**src/rtl/map_sst_engine.sv**
```systemverilog
// Save-state sequencer: walks the mapper's 128-entry save-state space, streaming
// register bytes to the host on save and writing host bytes back on load.
module map_sst_engine #(
  parameter int unsigned SETTLE   = 2,
  parameter int unsigned WR_HOLD  = 4,
  parameter logic [7:0]  IDX_ADDR = 8'd127
) (
  input  logic       clk,
  input  logic       rst,
  input  logic       start_save,
  input  logic       start_load,
  output logic       busy,
  output logic       done,
  output logic       err,
  output logic       sst_act,
  output logic [7:0] sst_addr,
  output logic       sst_we_reg,
  output logic [7:0] sst_dato,
  input  logic [7:0] sst_di,
  output logic [7:0] tx_data,
  output logic       tx_valid,
  input  logic       tx_ready,
  input  logic [7:0] rx_data,
  input  logic       rx_valid,
  output logic       rx_ready
);

  // state        | meaning
  // IDLE         | waiting for a start, sst_addr parked at 0
  // S_SETTLE     | save: let the mapper read mux settle on sst_addr
  // S_SEND       | save: offer tx_data to the host
  // L_HDR_SETTLE | load: let the index read settle
  // L_HDR        | load: take header byte, compare with running index
  // L_RECV       | load: take next register byte from the host
  // L_WRITE      | load: hold sst_we_reg for WR_HOLD cycles
  // FIN          | last cycle with busy high; done follows
  typedef enum logic [2:0] {
    IDLE, S_SETTLE, S_SEND, L_HDR_SETTLE, L_HDR, L_RECV, L_WRITE, FIN
  } state_t;

  localparam logic [7:0] SETTLE_TC = 8'(SETTLE - 1);
  localparam logic [7:0] WR_TC     = 8'(WR_HOLD - 1);
  localparam logic [7:0] LAST_ADDR = 8'd126;
  localparam logic [6:0] LAST_BYTE = 7'd127;

  state_t     state, state_nxt;
  logic [7:0] timer, timer_nxt;
  logic [6:0] byte_cnt, byte_cnt_nxt;
  logic [7:0] addr_nxt, dato_nxt, tx_data_nxt;
  logic       err_nxt;

  always_ff @(posedge clk or posedge rst) begin
    if (rst) begin
      state    <= IDLE;
      timer    <= '0;
      byte_cnt <= '0;
      sst_addr <= '0;
      sst_dato <= '0;
      tx_data  <= '0;
      err      <= 1'b0;
      done     <= 1'b0;
    end else begin
      state    <= state_nxt;
      timer    <= timer_nxt;
      byte_cnt <= byte_cnt_nxt;
      sst_addr <= addr_nxt;
      sst_dato <= dato_nxt;
      tx_data  <= tx_data_nxt;
      err      <= err_nxt;
      done     <= (state == FIN);
    end
  end

  always_comb begin
    state_nxt    = state;
    timer_nxt    = timer;
    byte_cnt_nxt = byte_cnt;
    addr_nxt     = sst_addr;
    dato_nxt     = sst_dato;
    tx_data_nxt  = tx_data;
    err_nxt      = err;
    case (state)
      IDLE: begin
        if (start_save || start_load) begin
          addr_nxt     = IDX_ADDR;
          timer_nxt    = SETTLE_TC;
          byte_cnt_nxt = '0;
          err_nxt      = 1'b0;
          state_nxt    = start_save ? S_SETTLE : L_HDR_SETTLE;
        end
      end
      S_SETTLE: begin
        if (timer == '0) begin
          tx_data_nxt = sst_di;
          state_nxt   = S_SEND;
        end else begin
          timer_nxt = timer - 8'd1;
        end
      end
      S_SEND: begin
        if (tx_ready) begin
          if (byte_cnt == LAST_BYTE) begin
            state_nxt = FIN;
          end else begin
            // the index byte goes first, then the walk restarts at address 0
            addr_nxt     = (byte_cnt == '0) ? 8'd0 : sst_addr + 8'd1;
            byte_cnt_nxt = byte_cnt + 7'd1;
            timer_nxt    = SETTLE_TC;
            state_nxt    = S_SETTLE;
          end
        end
      end
      L_HDR_SETTLE: begin
        if (timer == '0) state_nxt = L_HDR;
        else             timer_nxt = timer - 8'd1;
      end
      L_HDR: begin
        if (rx_valid) begin
          if (rx_data != sst_di) begin
            err_nxt   = 1'b1;
            state_nxt = FIN;
          end else begin
            addr_nxt  = 8'd0;
            state_nxt = L_RECV;
          end
        end
      end
      L_RECV: begin
        if (rx_valid) begin
          dato_nxt  = rx_data;
          timer_nxt = WR_TC;
          state_nxt = L_WRITE;
        end
      end
      L_WRITE: begin
        if (timer == '0) begin
          if (sst_addr == LAST_ADDR) begin
            state_nxt = FIN;
          end else begin
            addr_nxt  = sst_addr + 8'd1;
            state_nxt = L_RECV;
          end
        end else begin
          timer_nxt = timer - 8'd1;
        end
      end
      FIN: begin
        addr_nxt  = 8'd0;
        state_nxt = IDLE;
      end
      default: state_nxt = IDLE;
    endcase
  end

  // strobes decode straight from the state register so reset kills them at once
  assign busy       = (state != IDLE);
  assign sst_act    = (state != IDLE);
  assign tx_valid   = (state == S_SEND);
  assign rx_ready   = (state == L_HDR) || (state == L_RECV);
  assign sst_we_reg = (state == L_WRITE);

endmodule

```
**config.mk**
```make
export PLATFORM = sky130hd
export DESIGN_NAME = map_sst_engine
export DESIGN_NICKNAME = d
export VERILOG_FILES = /design/src/rtl/map_sst_engine.sv
export SDC_FILE = /design/constraint.sdc
export NUM_CORES = 1
export LEC_CHECK = 0
export BUFFER_PORTS_ARGS = -buffer_cell sky130_fd_sc_hd__buf_2
export CAP_MARGIN = 15
export CELL_PAD_IN_SITES_DETAIL_PLACEMENT = 1
export CELL_PAD_IN_SITES_GLOBAL_PLACEMENT = 2
export CORE_UTILIZATION = 34
export CTS_CLUSTER_DIAMETER = 30
export CTS_CLUSTER_SIZE = 24
export DETAILED_ROUTE_END_ITERATION = 7
export PLACE_DENSITY = 0.88
export SYNTH_ARGS = -nofsm -noshare
export SYNTH_HDL_FRONTEND = slang
export SYNTH_SLANG_ARGS = --single-unit
```
**constraint.sdc**
```tcl
create_clock -name clk -period 2.9 [get_ports clk]
set_input_delay 0.435 -clock clk [delete_from_list [all_inputs] [get_ports clk]]
set_output_delay 0.435 -clock clk [all_outputs]
set_load 0.01 [all_outputs]
```
# Yosys cells after proc, flatten, opt, wreduce, memory -nomap -nowiden
# Cells that the tools add are included.
# W data, S select, Z words.
dict set report op_classes {
  reduce_logical 18
  n_eq_ne 22
  mux 35
  n_addsub 3
}
# cell count
set op_table {}
lappend op_table {{$mux W8} 13}
lappend op_table {{$pmux W8 S5} 1}
lappend op_table {{$pmux W8 S4} 1}
lappend op_table {{$mux W3} 8}
lappend op_table {{$pmux W3 S8} 1}
lappend op_table {{$mux W7} 3}
lappend op_table {{$ne A2 B2 Y1 const B} 10}
lappend op_table {{$pmux W7 S2} 1}
lappend op_table {{$eq A3 B3 Y1 const B} 4}
lappend op_table {{$add A8 B1 Y8 const B} 1}
lappend op_table {{$eq A8 B7 Y1 const B} 1}
lappend op_table {{$logic_not A8 Y1} 1}
lappend op_table {{$ne A8 B8 Y1} 1}
lappend op_table {{$reduce_and A4 Y1} 2}
lappend op_table {{$reduce_and A8 Y1} 1}
lappend op_table {{$sub A8 B1 Y8 const B} 1}
lappend op_table {{$add A7 B1 Y7 const B} 1}
lappend op_table {{$eq A7 B7 Y1 const B} 1}
lappend op_table {{$logic_not A7 Y1} 1}
lappend op_table {{$reduce_and A7 Y1} 1}
lappend op_table {{$eq A3 B2 Y1 const B} 2}
lappend op_table {{$mux W2} 3}
lappend op_table {{$reduce_and A6 Y1} 1}
lappend op_table {{$reduce_bool A5 Y1} 1}
lappend op_table {{11 further kinds} 17}
dict set report word_totals {
  in_bits 22
  elab_cells 86
  reg_bits 44
}

# Logic depth before layout (Yosys ltp)
# Gate-level depths: netlist of the first run.
dict set report logic_depth {
  word_depth 5
  ltp_mapped 7
  depth_no_buf 7
}

# Worst setup path before layout of the first run
# OpenSTA, ideal clock, no wires.
dict set report synth_timing {
  path_kind {register to register}
  start {reg timer[0]}
  end {reg sst_addr[0]}
  stages_incl_launch_ff 8
  required_ps 2775
  slack_ps 814
  period_less_slack_ps 2086
  arrival_time_ps 1961
  cell_sequence {dfrtp_1 > inv_1 > ha_1 > or3b_2 > o21ai_2 > nand3_2 > nor3_4 > mux2_2}
}
dict set report synth_between {
  elab_chain_cells 3
}
# item line_no
set synth_rtl {}
lappend synth_rtl {{start: declaration} 47} ;# logic [7:0] timer, timer_nxt;
lappend synth_rtl {{start signal: assignment} 64} ;# timer <= timer_nxt;
lappend synth_rtl {{$logic_not A8 Y1} 136} ;# if (timer == '0) begin
lappend synth_rtl {{$ne A2 B1 Y1 (no line)} n/a}
lappend synth_rtl {{$reduce_and A8 Y1 (no line)} n/a}
lappend synth_rtl {{end signal: assignment} 66} ;# sst_addr <= addr_nxt;
lappend synth_rtl {{end: declaration} 16} ;# output logic [7:0] sst_addr,
# Every way passes these cells.
# A chain may end at the register's enable or synchronous reset.

# Worst setup path after layout of the first run
dict set report layout_timing {
  start {reg state[0]}
  end {reg sst_addr[2]}
}
dict set report layout_between {
  elab_chain_cells 3
}
# item line_no
set layout_rtl {}
lappend layout_rtl {{start: declaration} 46} ;# state_t state, state_nxt;
lappend layout_rtl {{start signal: assignment} 63} ;# state <= state_nxt;
lappend layout_rtl {{$eq A3 B3 Y1, or another cell as far along} 82} ;# case (state)
lappend layout_rtl {{$reduce_bool A5 Y1 (no line), or another cell as far along} n/a}
lappend layout_rtl {{$reduce_and A8 Y1 (no line)} n/a}
# Several ways; a longest one is shown, not always the timed one.

==> results.txt, run 1 <==
----------------------------------------------------
[Die]
  Die outline area ... 7650 sq um
  I/O pin cnt ... 53
  Starting density of the core ... 35.9%
  Vertical die dimension ... 87.4 microns
  X dimension of the die ... 87.4 microns
  Number of cell rows ... 30
  Core Box Area ... 6910 sq um

[Cells and area]
  Cell Count, Final, Fillers Out ... 399
  Total of fill cells in the finished design ... 832
  Number of antenna diodes ... 0
  Area Overhead vs Synth ... 18.7%
  Highest-count cells in the layout ignoring fill and taps ... 52 x buf_2, 44 x dfrtp_1, 30 x o21ai_0, 22 x mux2_2, 13 x nor2_1
  Most common cell after layout, fill and taps aside ... buf_2
  Share of final-layout standard cells stronger than drive strength 1 ... 32.3%
  Final layout net count ... 331

[Clocking]
  Skew-Pair Late Insertion Delay ... 300 ps
  Number of resized instances in the post-cts repair step ... 0
  CTS Buf Count ... 5
  Clock tree from TritonCTS ... built
  # clock sinks ... 44
  Clock transition at the registers of the reported paths ... 80 ps
  Root buffer selected by CTS ... clkbuf_8
  Total of hold buffers inserted after clock tree synthesis ... 0
  Clock Path Buffers ... 2
  Setup repair bufs after CTS ... 0
  Total number of H-tree levels ... 2

[Timing]
  Worst hold margin ... 186 ps
  Final Hold Vio Count ... 0
  Max_slew headroom ... 45.0%
  Ratio of final minimum period to clock period ... 80.7%
  Total negative setup slack ... 0 ps
  Worst clock skew on the final layout ... 5.31 ps
  Maximum operating frequency ... 427 MHz
  Final worst path period need ... 2340 ps
  Max Slew Vio Count ... 0
  Final setup viols ... 0
  Slew at the pin closest to its max-slew limit ... 820 ps
  Setup repair after global routing missed its margin ... no

[Hold path]
  Type of the most critical hold path ... input port to asynchronous set/reset pin

[Global routing]
  Global-route usage over all layers ... 18.1%
  Antenna violations before repair ... 0
  Overall overflow remaining after global route ... 0
  Largest net degree at the start of global routing ... 24
  Global-route wire length before repair ... 10,700 microns
  Number of global-route vias before repair ... 2,218

[Synth]
  Number of synthesized register bits ... 44
  Post-synth EDFFs ... 0
  Syn avg cell area ... 10.1 sq um
  Total of warnings raised by yosys ... 0
  Dominant register cell in the synthesized netlist ... dfrtp_1
  Net count of the mapped netlist ... 273
  Share of synthesized flip-flops with an asynchronous set or reset ... 100%
  Number of cells produced by synthesis ... 245
  Number of distinct standard cells referenced by the synthesized netlist ... 51
  Share of the yosys chip area belonging to registers ... 44.4%
  Post-synth design cell area ... 2480 sq um

[Setup path]
  Endpoint of the worst-slack reg-to-reg timing path ... sst_addr[2]
  Register-to-register setup slack ... 560 ps
  WP data required ... 3090 ps
  CP endpoint kind ... register
  Arrival time at the worst endpoint ... 2520 ps
  Kind of critical path ... register to register
  Launching element type of the critical path ... register
  Launch point of the worst reg-to-reg path ... state[0]
  Max Fanout on Critical Path ... 13
  Logic depth of the worst register-to-register path ... 5

[Placement]
  Global placement routability congestion ... 0.773
  Number of buffer cells added on primary ports ... 52
  Detail Placement HPWL ... 4800 microns
  Number of placed cells counting well taps ... 392

[Run status]
  Status ... finished, final reports clean

[Power]
  Part of the total power dissipated in the clock network ... 35.2%
  Sw Pwr ... 0.254 mW
  Int Pwr ... 0.813 mW
  Power per cell area ... 362 nW/um^2
  Flop pwr share ... 58.7%
  Switching portion of total power ... 23.8%
  Total leakage power ... 1.35 nW
  Combinational group share of total power ... 6.1%
  Worst vdd ir ... 255 uV

[Route]
  Vias per cell ... 5.42
  1st-pass router iterations ... 4
  Post-route DRC ... 0
  Antenna Nets Post-Route ... 0
  Final WL ... 6470 microns
  Mean routed wirelength per cell ... 16.2 microns
  Vias after detailed routing ... 2,162
  Initial DRC count ... 60

[Flow run]
  Count of max-cap constraint violations ... 0

----------------------------------------------------
[sequential cells by signal, summed over array words and instances, names as in the netlist]
signal / cells
err: 1
state: 3
byte_cnt: 7
timer: 8
sst_addr: 8
tx_data: 8
sst_dato: 8
done: 1
[area by class of cell]
cell class | count | area [sq um] | area share (%)
flip-flops and latches | 44 | 1100 | 37.4
clock inverters | 1 | 5.00 | 0.170
well taps | 96 | 120 | 4.08
clock buffers | 6 | 72.6 | 2.46
multi-input cells | 183 | 1310 | 44.3
inverters | 12 | 45.0 | 1.53
repair buffers | 57 | 298 | 10.1
[critical path, stage by stage, from the launching register on]
cell and delay, ps:
dfrtp_1 580, or3b_1 380, nor3_1 90, a311o_2 420
nor3_4 370, mux2_2 390
[through the flow]
step	utilization [%]	total power [mW]	setup WS (ps)	instance area [sq um]
global route	42.7	1.11	462	2950
finish	42.7	1.07	561	2950
floorplan	-	0.668	814	2480
CTS	42.7	1.09	551	2950
global placement	41.5	0.703	594	2870
detailed placement	41.5	0.706	537	2870
[worst max-delay path by stage]
stage | from | endpoint | slack [ps] | depth (start not counted)
final | state[0] | sst_addr[2] | 560 | 5
after CTS | state[0] | sst_addr[2] | 550 | 5
after global routing | state[0] | sst_addr[0] | 460 | 5
after detailed placement | rx_data[0] | sst_addr[2] | 540 | 6
after floorplan | timer[0] | sst_addr[0] | 810 | 7
after global placement | rx_data[3] | sst_addr[4] | 590 | 6
[cells in the mapped netlist, types with 3 or more instances]
master	n	area (sq um)
and3_1	3	18.8
ha_1	6	75.1
nand3_1	10	50.1
o21ai_0	30	150
o31ai_1	5	37.5
a31oi_1	5	31.3
mux2_2	22	248
nand2b_1	4	25.0
nor2b_1	3	18.8
nand2_1	11	41.3
xor2_1	10	87.6
a21oi_1	9	45.0
dfrtp_1	44	1100
inv_1	11	41.3
clkbuf_1	3	11.3
nor2_1	13	48.8
nor3_1	7	35.0
nor4_1	6	37.5
[layer usage]
layer  global-route usage [%]  vias up  part of all wire [%]
met5                        0        -                     0
met4                     5.37        0                  0.97
met3                     4.27        7                   5.4
met2                     30.6       61                    48
met1                     23.0     1069                    46
li1                         -     1025                     -
[power by group through the flow]
stage / Sequential (mW) / Clock [mW] / Combinational (mW)
6_report: 0.626 / 0.375 / 0.0653
5_1_grt: 0.627 / 0.405 / 0.0735
4_1_cts: 0.626 / 0.393 / 0.0678
3_5_place_dp: 0.638 / 0 / 0.0677
3_3_place_gp: 0.638 / 0 / 0.0655
2_1_floorplan: 0.640 / 0 / 0.0278
[kinds of logic (layout without fill, tap and decap cells)]
family,after synthesis,after routing,synth area share [%]
AO/OA/AOI/OAI,66,66,17.0
AND/OR/NAND/NOR,75,75,17.5
flip-flops,44,44,44.4
XOR/XNOR,12,12,4.23
multiplexers,23,23,10.4
buffers and inverters,18,76,3.07
adder cells (fa/ha/maj),7,7,3.43
Power figures use the tool's default switching activity.
==> run 2, diff against run 1 <==
==> constraint.sdc (replaced) <==
create_clock -name clk -period 2.2 [get_ports clk]
set_input_delay 0.33 -clock clk [delete_from_list [all_inputs] [get_ports clk]]
set_output_delay 0.33 -clock clk [all_outputs]
set_load 0.01 [all_outputs]
==> run 2 against run 1 <==
Compared with the run above: clock skew is essentially flat; non-clock buffer count grew 22; largest cell class unchanged; routed wire length grew 1.6%; cell count grew 5.8%; final area grew 6.9%; sequential share of layout area shrank 2.4 points; first-iteration DRC count grew 10%; die area is the same.
==> results.txt, run 2 (synthesis gave the netlist of run 1 again) <==
----------------------------------------------------
[Timing]
  Final setup margin ... 106 ps (-454 ps)
  Setup repair after global routing missed its margin ... no
  Final Hold Vio Count ... 0 (unchanged)
  Final worst path period need ... 2090 ps (-246 ps)
  Worst clock skew on the final layout ... 5.73 ps (+0.421 ps)
  Slew at the pin closest to its max-slew limit ... 884 ps (+64.5 ps)
  Maximum operating frequency ... 478 MHz (+12%)
  Ratio of final minimum period to clock period ... 95.2% (+15 points)
  Max_slew headroom ... 40.7% (-4.3 points)
  Max Slew Vio Count ... 0 (unchanged)
  Total negative setup slack ... 0 ps (unchanged)
  Final setup viols ... 0 (unchanged)

[Clocking]
  # clock sinks ... 44 (unchanged)
  CTS Buf Count ... 5 (unchanged)
  Clock Path Buffers ... 2 (unchanged)
  Skew-Pair Late Insertion Delay ... 300 ps (about the same)
  Clock transition at the registers of the reported paths ... 90 ps (about the same)
  Root buffer selected by CTS ... clkbuf_8
  Total number of H-tree levels ... 2 (unchanged)
  Clock tree from TritonCTS ... built
  Total of hold buffers inserted after clock tree synthesis ... 0 (unchanged)

[Route]
  1st-pass router iterations ... 4 (unchanged)
  Vias per cell ... 5.29 (-2.4%)
  Initial DRC count ... 66 (+10%)
  Mean routed wirelength per cell ... 15.6 microns (-3.9%)
  Vias after detailed routing ... 2,232 (+3.2%)
  Final WL ... 6580 microns (+1.6%)
  Antenna Nets Post-Route ... 0 (unchanged)
  Post-route DRC ... 0 (unchanged)

[Power]
  Part of the total power dissipated in the clock network ... 36.2% (+1.0 points)
  Total leakage power ... 1.47 nW (+9.0%)
  Worst vdd ir ... 289 uV (+13%)
  Sw Pwr ... 0.357 mW (+40%)
  Switching portion of total power ... 24.8% (+1.0 points)
  Combinational group share of total power ... 6.3% (+0.2 points)
  Power per cell area ... 456 nW/um^2 (+26%)
  Flop pwr share ... 57.4% (-1.3 points)
  Int Pwr ... 1.08 mW (+33%)

[Setup path]
  WP data required ... 2390 ps (-700 ps)
  Max Fanout on Critical Path ... 7 (-6)
  Critical-path cell with the highest stage delay ... dfrtp_1
  List of cells traversed by the critical path ... inv_1, ha_1, or3b_4, o21ai_2, nand3_2, nor3_4, buf_12, mux2_2
  Endpoint of the worst-slack reg-to-reg timing path ... sst_addr[7]
  Launch point of the worst reg-to-reg path ... timer[0]
  Kind of critical path ... register to register
  Launching element type of the critical path ... register
  Logic depth of the worst register-to-register path ... 8 (+3)
  CP endpoint kind ... register
  Arrival time at the worst endpoint ... 2290 ps (-230 ps)
  Register-to-register setup slack ... 110 ps (-450 ps)
  Peak per-stage delay on the critical path ... 390 ps (-190 ps)

[Cells and area]
  Highest-count cells in the layout ignoring fill and taps ... 52 x buf_2, 43 x dfrtp_1, 30 x o21ai_0, 25 x buf_4, 22 x mux2_2
  Area Overhead vs Synth ... 26.9%
  Final layout net count ... 353 (+6.6%)
  Post-route core utilization ... 45.6% (+3.0 points)
  Number of antenna diodes ... 0 (unchanged)
  Most common cell after layout, fill and taps aside ... buf_2
  Share of final-layout standard cells stronger than drive strength 1 ... 37.7% (+5.4 points)
  Finished Cell Area ... 3150 sq um (+6.9%)

[Die]
  Starting density of the core ... 35.9% (unchanged)
  Die outline area ... 7650 sq um (unchanged)
  Number of cell rows ... 30 (unchanged)
  Core Box Area ... 6910 sq um (unchanged)
  X dimension of the die ... 87.4 microns (unchanged)
  Vertical die dimension ... 87.4 microns (unchanged)
  I/O pin cnt ... 53 (unchanged)

[Global routing]
  Number of global-route vias before repair ... 2,411 (+8.7%)
  Global-route wire length before repair ... 11,400 microns (+6.3%)
  Overall overflow remaining after global route ... 0 (unchanged)
  Antenna violations before repair ... 0 (unchanged)
  Global-route usage over all layers ... 19.1% (+1.0 points)
  Layer with the highest usage after global routing ... met2
  Global routing usage on met1 ... 24.3% (+1.3 points)
  Largest net degree at the start of global routing ... 25 (+4.2%)
  Met2 track utilization from global routing ... 33.0% (+2.4 points)
  Routing usage on met3 ... 3.89% (-0.38 points)

[Placement]
  Detail Placement HPWL ... 5130 microns (+7.0%)
  Number of buffer cells added on primary ports ... 52 (unchanged)
  Worst Setup Slack post-DPL ... -67.2 ps (-604 ps)
  Post-detailed-placement cell area ... 3040 sq um (+5.9%)
  Global placement routability congestion ... 0.783 (+1.4%)

[Hold path]
  Type of the most critical hold path ... input port to asynchronous set/reset pin

[Run status]
  Status ... finished, final reports clean

[Flow run]
  Count of max-cap constraint violations ... 0 (unchanged)

----------------------------------------------------
==> run 2: cell types whose count changed in the layout (fill, tap and decap cells not counted), sizes merged <==
cell	previous run	this run
buf	57	79
clkbuf	6	5
clkinv	3	5
==> run 2: per-stage QoR <==
stage / cells / power [mW] / hold WS (ps)
4_1_cts: 422 / 1.46 / 118
3_5_place_dp: 413 / 0.935 / 452
2_1_floorplan: 245 / 0.881 / 466
5_1_grt: 422 / 1.50 / 152
3_3_place_gp: 413 / 0.931 / 449
6_report: 422 / 1.44 / 90.1
==> run 2: final cells by class <==
type,instances,area [sq um]
Clock buffer,5,68.8
Tap cell,96,120
Clock inverter,3,18.8
Sequential cell,44,1100
Multi-Input combinational cell,183,1310
Timing Repair Buffer,79,488
Inverter,12,45.0
Fill cell,838,3760
==> run 2: power groups by stage <==
stage / registers [mW] / logic [mW] / clock network (mW)
2_1_floorplan: 0.844 / 0.0366 / 0
3_3_place_gp: 0.841 / 0.0906 / 0
3_5_place_dp: 0.841 / 0.0937 / 0
4_1_cts: 0.825 / 0.0940 / 0.543
5_1_grt: 0.827 / 0.102 / 0.572
6_report: 0.825 / 0.0907 / 0.521
==> run 2: worst max path at each step <==
stage / from / endpoint / depth (start not counted)
2_1_floorplan: timer[0] / sst_addr[0] / 7
3_3_place_gp: timer[1] / sst_addr[4] / 7
3_5_place_dp: rx_data[5] / sst_addr[7] / 6
4_1_cts: timer[0] / sst_addr[7] / 8
5_1_grt: byte_cnt[0] / byte_cnt[5] / 6
6_report: timer[0] / sst_addr[7] / 8
==> run 2: critical path, delay by kind of cell, from the launching register on <==
kind | cells | cell delay (ps)
DFF | 1 | 390
adders and majority gates | 1 | 160
buffers and inverters | 2 | 240
AOI/OAI and AO/OA | 1 | 190
and+or+nand+nor | 3 | 680
muxes | 1 | 330
==> run 2: per-layer routing <==
layer	vias to the layer above	part of all wire, %
li1	1068	-
met1	1104	46
met2	52	49
met3	8	3.9
met5	-	0
met4	0	1.4
==> run 2: timing repair <==
item | in CTS | in global routing
setup endpoints to repair | 6 | 9
buffers inserted | 1 | 0
pin swaps | 2 | 2
resized for setup | 1 | 1
==> run 3, diff against run 2 <==
--- a/config.mk
+++ b/config.mk
@@ -14,6 +14,7 @@
 export CTS_CLUSTER_SIZE = 24
 export DETAILED_ROUTE_END_ITERATION = 7
 export PLACE_DENSITY = 0.88
+export RECOVER_POWER = 100
 export SYNTH_ARGS = -nofsm -noshare
 export SYNTH_HDL_FRONTEND = slang
 export SYNTH_SLANG_ARGS = --single-unit
==> run 3 against run 2 <==
Compared with the run above: sequential share of layout area is 0.90 points higher; power is 0.30% lower; worst setup slack worse by 6.1 ps; via count fell by 0.67%; critical path type unchanged; sequential cell count is the same; non-clock buffer count stayed put; global-route usage unchanged; final area decreased by 2.5%.
==> results.txt, run 3 (synthesis gave the netlist of run 1 again) <==
----------------------------------------------------
[Run status]
  Status ... finished, final reports clean

[Setup path]
  Max Fanout on Critical Path ... 7 (unchanged)
  Register-to-register setup slack ... 100 ps (about the same)
  Launch point of the worst reg-to-reg path ... timer[0]
  Launching element type of the critical path ... register
  Endpoint of the worst-slack reg-to-reg timing path ... sst_addr[7]
  Kind of critical path ... register to register
  CP endpoint kind ... register
  Logic depth of the worst register-to-register path ... 8 (unchanged)
  WP data required ... 2390 ps (about the same)
  Arrival time at the worst endpoint ... 2290 ps (about the same)

[Die]
  Vertical die dimension ... 87.4 microns (unchanged)
  X dimension of the die ... 87.4 microns (unchanged)
  Die outline area ... 7650 sq um (unchanged)
  I/O pin cnt ... 53 (unchanged)
  Core Box Area ... 6910 sq um (unchanged)
  Number of cell rows ... 30 (unchanged)
  Starting density of the core ... 35.9% (unchanged)

[Hold path]
  Type of the most critical hold path ... input port to asynchronous set/reset pin

[Timing]
  Total negative setup slack ... 0 ps (unchanged)
  Final setup margin ... 100 ps (-6.13 ps)
  Final worst path period need ... 2100 ps (+6.13 ps)
  Maximum operating frequency ... 476 MHz (-0.29%)
  Max Slew Vio Count ... 0 (unchanged)
  Worst clock skew on the final layout ... 5.76 ps (+0.0366 ps)
  Worst hold margin ... 71.8 ps (-18.4 ps)
  Setup repair after global routing missed its margin ... no
  Final setup viols ... 0 (unchanged)
  Max_slew headroom ... 20.1% (-21 points)
  Final Hold Vio Count ... 0 (unchanged)
  Slew at the pin closest to its max-slew limit ... 1200 ps (+315 ps)
  Ratio of final minimum period to clock period ... 95.5% (+0.28 points)

[Clocking]
  Total of hold buffers inserted after clock tree synthesis ... 0 (unchanged)
  Clock transition at the registers of the reported paths ... 90 ps (about the same)
  Clock tree from TritonCTS ... built
  # clock sinks ... 44 (unchanged)
  Root buffer selected by CTS ... clkbuf_8
  Total number of H-tree levels ... 2 (unchanged)
  Clock Path Buffers ... 2 (unchanged)
  Skew-Pair Late Insertion Delay ... 300 ps (about the same)
  CTS Buf Count ... 5 (unchanged)

[Global routing]
  Global-route wire length before repair ... 11,400 microns (unchanged)
  Number of global-route vias before repair ... 2,411 (unchanged)
  Global-route usage over all layers ... 19.1% (unchanged)
  Antenna violations before repair ... 0 (unchanged)
  Overall overflow remaining after global route ... 0 (unchanged)
  Largest net degree at the start of global routing ... 25 (unchanged)

[Cells and area]
  Multi-input gate area in the final layout ... 1300 sq um (-0.48%)
  Final layout net count ... 353 (unchanged)
  Finished Cell Area ... 3070 sq um (-2.5%)
  Most common cell after layout, fill and taps aside ... dfrtp_1
  Highest-count cells in the layout ignoring fill and taps ... 43 x dfrtp_1, 34 x clkbuf_1, 30 x o21ai_0, 25 x buf_2, 22 x mux2_2
  Number of antenna diodes ... 0 (unchanged)
  Share of final-layout standard cells stronger than drive strength 1 ... 26.7% (-11 points)
  FF/Latch Area ... 1100 sq um (unchanged)
  Area Overhead vs Synth ... 23.7%
  Total of fill cells in the finished design ... 851 (+1.6%)

[Route]
  Vias per cell ... 5.25 (-0.67%)
  Antenna Nets Post-Route ... 0 (unchanged)
  Initial DRC count ... 68 (+3.0%)
  Vias after detailed routing ... 2,217 (-0.67%)
  Final WL ... 6580 microns (unchanged)
  Mean routed wirelength per cell ... 15.6 microns (unchanged)
  Post-route DRC ... 0 (unchanged)
  1st-pass router iterations ... 4 (unchanged)

[Placement]
  Number of buffer cells added on primary ports ... 52 (unchanged)
  Detail Placement HPWL ... 5130 microns (unchanged)
  Global placement routability congestion ... 0.783 (unchanged)
  Post-detailed-placement cell area ... 3040 sq um (unchanged)
  Worst Setup Slack post-DPL ... -67.2 ps (unchanged)

[Power]
  Power per cell area ... 466 nW/um^2 (+2.3%)
  Worst vdd ir ... 320 uV (+11%)
  Total power of the final layout ... 1.43 mW (-0.30%)
  Total leakage power ... 1.34 nW (-8.9%)

[Flow run]
  Count of max-cap constraint violations ... 0 (unchanged)

----------------------------------------------------
run 3: cell count changes in the layout (fill, tap and decap cells not counted), sizes merged:
cell / change
clkbuf: +34
buf: -34
run 3: what timing repair did:
action / in CTS / in global routing
pin swaps: 2 / 2
buffers inserted: 1 / 0
resized for setup: 1 / 1
setup endpoints to repair: 6 / 9
run 3: metal layers:
layer / vias up / GRT usage [%] / share of wire [%]
li1: 1070 / - / -
met1: 1090 / 24.3 / 46
met2: 49 / 33.0 / 49
met3: 8 / 3.89 / 4.2
met4: 0 / 5.07 / 1.4
met5: - / 0 / 0
run 3: report_power, final:
part	internal (mW)	leakage, nW	switching [mW]
registers	0.818	0.565	0.00737
logic	0.0347	0.728	0.0500
clock network	0.222	0.0479	0.300
run 3: final cells by class:
cell class	instances	area share, %
inverter	12	1.47
multi-input combinational	183	42.4
clock inverter	3	0.611
clock buffer	5	2.24
timing repair buffer	79	13.5
sequential	44	35.9
tap	96	3.91
run 3: worst max-delay path by stage:
stage	start	endpoint	slack (ps)
final	timer[0]	sst_addr[7]	100
after global routing	byte_cnt[0]	byte_cnt[5]	0.8
after CTS	timer[0]	sst_addr[7]	50
after detailed placement	rx_data[5]	sst_addr[7]	-70
after global placement	timer[1]	sst_addr[4]	50
after floorplan	timer[0]	sst_addr[0]	110
run 3: stage by stage:
step / instances / utilization [%]
floorplan: 245 / -
global placement: 413 / 44.0
detailed placement: 413 / 44.0
CTS: 422 / 45.6
global route: 422 / 44.5
finish: 422 / 44.5
run 3: critical path, stage by stage, from the launching register on:
cell and delay [ps]:
dfrtp_1 390, inv_1 90, ha_1 160, or3b_4 390
o21ai_2 190, nand3_2 120, nor3_4 170, buf_12 150
mux2_2 330
